## src/rtl/fetch_sequencer.sv

```systemverilog
// fetch_sequencer: LEGv8 instruction-fetch controller (PC, IR, stall/branch/halt).
// Optional live fetch counter when FETCH_COUNT_EN is defined; otherwise tied to 0.
module fetch_sequencer #(
  parameter int                  PC_WIDTH  = 64,
  parameter int                  IM_BYTES  = 256,
  parameter logic [PC_WIDTH-1:0] RESET_PC  = '0,
  parameter logic [31:0]         HALT_WORD = 32'h0000_0000
) (
  input  logic                clk,
  input  logic                reset,
  input  logic                run,
  input  logic                stall,
  input  logic                branch_taken,
  input  logic [PC_WIDTH-1:0] branch_target,
  input  logic [31:0]         instr_in,
  output logic [PC_WIDTH-1:0] pc,
  output logic [31:0]         instr_out,
  output logic                instr_valid,
  output logic                halted,
  output logic                err,
  output logic [15:0]         fetch_count
);

  typedef enum logic [1:0] {
    IDLE,
    FETCH,
    HALT
  } state_t;

  localparam logic [PC_WIDTH-1:0] LAST_PC = PC_WIDTH'(IM_BYTES - 4);

  state_t state;
  logic   bad_target;
  logic   is_halt_word;
  logic   deliver;

  assign bad_target   = (branch_target[1:0] != 2'b00)
                      || (branch_target > LAST_PC);
  assign is_halt_word = (instr_in == HALT_WORD);
  assign deliver      = (state == FETCH) && !branch_taken
                      && !stall && !is_halt_word;

  // Fetch FSM: owns PC, instruction register and status flags.
  always_ff @(posedge clk) begin
    if (reset) begin
      state       <= IDLE;
      pc          <= RESET_PC;
      instr_out   <= 32'd0;
      instr_valid <= 1'b0;
      halted      <= 1'b0;
      err         <= 1'b0;
    end else begin
      unique case (state)
        IDLE: begin
          instr_valid <= 1'b0;
          if (run) state <= FETCH;
        end
        FETCH: begin
          instr_valid <= 1'b0;
          if (branch_taken) begin
            if (bad_target) begin
              state  <= HALT;
              halted <= 1'b1;
              err    <= 1'b1;
            end else begin
              pc <= branch_target;
            end
          end else if (stall) begin
            pc <= pc;
          end else if (is_halt_word) begin
            state  <= HALT;
            halted <= 1'b1;
          end else begin
            instr_out   <= instr_in;
            instr_valid <= 1'b1;
            if (pc == LAST_PC) begin
              state  <= HALT;
              halted <= 1'b1;
              err    <= 1'b1;
            end else begin
              pc <= pc + PC_WIDTH'(4);
            end
          end
        end
        HALT: begin
          instr_valid <= 1'b0;
        end
        default: begin
          state       <= IDLE;
          instr_valid <= 1'b0;
        end
      endcase
    end
  end

`ifdef FETCH_COUNT_EN
  logic [15:0] count_q;

  // Saturating count of delivered instructions.
  always_ff @(posedge clk) begin
    if (reset) begin
      count_q <= 16'd0;
    end else if (deliver && count_q != 16'hFFFF) begin
      count_q <= count_q + 16'd1;
    end
  end

  assign fetch_count = count_q;
`else
  assign fetch_count = 16'd0;
`endif

endmodule

```

## config.mk

```make
export PLATFORM = sky130hd
export DESIGN_NAME = fetch_sequencer
export DESIGN_NICKNAME = d
export VERILOG_FILES = /design/src/rtl/fetch_sequencer.sv
export SDC_FILE = /design/constraint.sdc
export NUM_CORES = 1
export LEC_CHECK = 0
export BUFFER_PORTS_ARGS = -buffer_cell sky130_fd_sc_hd__clkbuf_2
export CAP_MARGIN = 20
export CELL_PAD_IN_SITES_DETAIL_PLACEMENT = 2
export CELL_PAD_IN_SITES_GLOBAL_PLACEMENT = 2
export CORE_MARGIN = 2
export CORE_UTILIZATION = 28
export DETAILED_ROUTE_END_ITERATION = 7
export HOLD_SLACK_MARGIN = 0.03
export PLACE_DENSITY_LB_ADDON = 0.2
export SLEW_MARGIN = 10
export SYNTH_ARGS = -nofsm -noshare
export SYNTH_HDL_FRONTEND = slang
export SYNTH_SLANG_ARGS = --single-unit
```

## constraint.sdc

```tcl
create_clock -name clk -period 3.4 [get_ports clk]
set_clock_uncertainty 0.15 [all_clocks]
set_input_delay 0.68 -clock clk [delete_from_list [all_inputs] [get_ports clk]]
set_output_delay 0.68 -clock clk [all_outputs]
set_load 0.03 [all_outputs]
```

==> impl_summary.md <==
Floorplanning
From left edge to right edge, the die measures 150.7 um. After floorplanning, the core was divided into 53 placement rows. The number of ports placed on the die boundary is 216. The initial utilization of the core area, before any placement, comes to 28.56%.

The core region area is 21,090 um2. The die span in y is 150.7 um. The area enclosed by the die boundary is 22,700 um2.

Placed design
The post-detailed-placement half-perimeter wirelength is 19,390 um. The placer's final routability congestion estimate is 0.8017. The port buffer count is 199.

The cell area after placement is 7416 um2.

Logic synthesis
The async set-or-reset flop fraction in the synthesized netlist is 0%. The number of storage elements in the synthesis netlist is 101. The number of flops mapped to enable cells by yosys is 0.

The cell area after synthesis is 6023 um2. In this run, distinct cell masters in the synthesized netlist total 61. The sequential share of the synthesized area is 33.57%. For this run, the leading register cell type out of synthesis is dfxtp_1.

The average instance in the mapped netlist occupies 7.999 um2. The number of warnings printed during yosys synthesis is 0. The cell count after synthesis is 753.

Timing
The final number of hold-violating endpoints was 0. The final critical-path required period is 3.004 ns. The total setup violations reported at the end of the flow is 0. In this run the tightest slew margin relative to its limit is 35.21%. Setup repair after global routing left no endpoint under its margin. The final worst-path cycle share is 88.37%. In the final timing run, aggregate negative setup slack is 0 ns.

The total count of max-transition violations in the final report is 0. The highest clock frequency the design can meet is 332.8 MHz. At the pin with the least slew margin, the transition time is 0.9708 ns.

Outcome
The run finished with clean final reports.

Worst setup path
The startpoint type of the worst setup path is a primary input. The data required time at the worst endpoint is 3.48 ns. STA classifies the critical path endpoint as a flop. The maximum fanout encountered on the critical timing path is 12.

The critical path is of the primary input to flop type. At the worst endpoint, the arrival time is 3.08 ns. The number of cells on the worst reg-to-reg path is 8.

Hold path
In this run the worst hold path is classified as flop to flop. The number of stages on the worst hold path is 1.

GRT
Entering global routing, the biggest net connects 121 pins. Global routing consumed, over all layers together, 23.93% of the routing resources. The first global-routing pass estimated 42,210 um of wire. Global routing finished with a remaining overflow of 0. The via count of the first global-routing pass is 7,163. The number of antenna violations at the first check in global routing came to 0.

Routing
For this run, design rule violations remaining after detail routing come to 0. The detail route stage leaves a number of antenna-violating nets equal to 0. The first TritonRoute pass finished after 5 iterations. The via count is 6,937.

The detailed router finished its first iteration with 376 violations. Dividing the detail-routed wire length by the instance count gives 22.20 um. The total length of routed wires is 27,020 um. The ratio of routed vias to standard cells is 5.700.

Clock tree
The clock root buffer master is clkbuf_16. The clock buffer count from CTS is 9. The clock passes through at most 2 buffers. The number of hold buffers added after CTS was 0. The post-CTS repair timing setup buffer count is 0. Once the clock tree was built, the resizer swapped 0 gates to a different size. TritonCTS built the clock tree. The later-pin clock latency in the skew report is 0.37 ns. Clock tree synthesis found a total of 101 sinks. After clock tree synthesis, the clock-pin slew on the worst setup and hold paths is 0.08 ns. CTS built an H-tree with a depth of 3.

Power and ir drop
In this run the static leakage power is 3.219 nW. The peak supply drop is 0.2250 mV. The areal power density over the cells is 389.7 nW/um2.

Finish
The layout-stage area growth over the synthesis result is 27.94%. With fillers left out, the area of the finished cells amounts to 7706 um2. The repair_antennas step left the layout with diodes totalling 0.

The share of post-route cells with drive strength above 1 is 29.41%. The layout net count is 1,039.

Job
Across the run, the number of max-cap violations was 0.
worst max-delay path: stages:
cell	delay [ns]
clkbuf_2	0.11
nor4_1	0.35
buf_4	0.19
nand4_1	0.19
or4_4	0.57
o211a_1	0.21
buf_4	0.22
o311ai_0	0.41
o31ai_1	0.15
synthesized netlist by cell type (3+ instances only):
master	number	area, um2
nor3_1	11	55.05
o311ai_0	12	105.1
nor4_1	43	269.0
buf_2	16	80.08
mux2i_1	36	360.4
a211oi_1	18	135.1
dfxtp_1	101	2022
o21ai_0	25	125.1
nand3_1	48	240.2
a22oi_1	4	30.03
o41ai_1	7	61.31
nor4_4	3	63.81
a221oi_1	7	61.31
clkbuf_1	43	161.4
nand2b_1	3	18.77
nor2_1	70	262.8
and3_1	7	43.79
o211ai_1	8	60.06
a21oi_1	36	180.2
and4_1	4	35.03
a31o_2	6	52.55
or3_1	7	43.79
o21a_1	4	30.03
a31oi_1	28	175.2
nor4b_1	3	26.28
and2_1	6	37.54
nand4_1	19	118.9
buf_4	18	135.1
nand2_1	45	168.9
o211a_1	3	30.03
o31ai_1	49	367.9
o31a_1	3	26.28
or4_1	3	22.52
inv_1	20	75.07
nor3b_1	3	22.52
layout by cell type, fill, tap and decap left out, types with 7 or more instances in the layout:
master and n:
inv_1 20, buf_4 35, nor3_1 11, nand3_1 47, o41ai_1 7, a21oi_1 36, mux2i_1 36, o311ai_0 12
a221oi_1 7, a31oi_1 28, clkbuf_2 197, clkbuf_16 9, nand4_1 19, nand2_1 45, or3_1 7, nor2_1 70
o31ai_1 49, conb_1 16, a211oi_1 18, o21ai_0 25, buf_12 7, dfxtp_1 101, o211ai_1 8, nor4_1 43
and3_1 7
cell type report:
class / count / area [um2]
Fill cell: 2506 / 13380
Multi-Input combinational cell: 565 / 3582
Sequential cell: 101 / 2022
Timing Repair Buffer: 239 / 1389
Tap cell: 275 / 344.1
Clock buffer: 9 / 225.2
Inverter: 21 / 78.83
Clock inverter: 7 / 65.06
cells by family after synthesis:
| family | Yosys count | share of synthesized area, % |
|---|---|---|
| other cells | 1 | 0.06226 |
| buf+inv | 102 | 8.060 |
| mux | 36 | 5.983 |
| flops | 101 | 33.57 |
| simple gates | 286 | 25.70 |
| compound gates | 226 | 26.42 |
| fa+ha+maj | 1 | 0.2077 |
state kept, by name, indices dropped and copies added, names as in the netlist:
name and flops:
err 1, halted 1, state 2, instr_valid 1, pc 64, instr_out 32
routing by layer:
metal / routed length [um] / vias to the layer above / track usage, %
li1: - / 3245 / -
met1: 12600 / 3487 / 32.83
met2: 12750 / 187 / 39.75
met3: 1377 / 18 / 4.061
met4: 289 / 0 / 4.579
met5: 0 / - / 0
report_power, final:
part | total, mW | switching (mW) | internal (mW) | leakage (nW)
sequential | 1.29 | 0.0605 | 1.23 | 0.819
combinational | 0.645 | 0.432 | 0.213 | 2.26
clock | 1.07 | 0.554 | 0.517 | 0.140
total | 3.00 | 1.05 | 1.96 | 3.22
per-stage QoR:
step	total power [mW]	worst slack (ns)	hold WS (ns)	cells	utilization (%)
final	3.003	0.3955	0.3313	1217	36.54
after global routing	3.139	0.2613	0.3535	1217	36.54
after CTS	3.036	0.3998	0.3294	1217	36.54
after detailed placement	1.961	0.01522	0.3092	1201	35.17
after global placement	1.951	0.2188	0.3022	1201	35.17
after floorplan	1.690	0.7398	0.2704	768	-
path summary, 6_finish.rpt:
path                           from  slack (ns)     end
setup / recovery  branch_target[46]        0.40  pc[13]
hold / removal               halted        0.33  halted
setup reg to reg             pc[13]        0.46  pc[63]
hold reg to reg              halted        0.33  halted
Power figures use the tool's default switching activity.
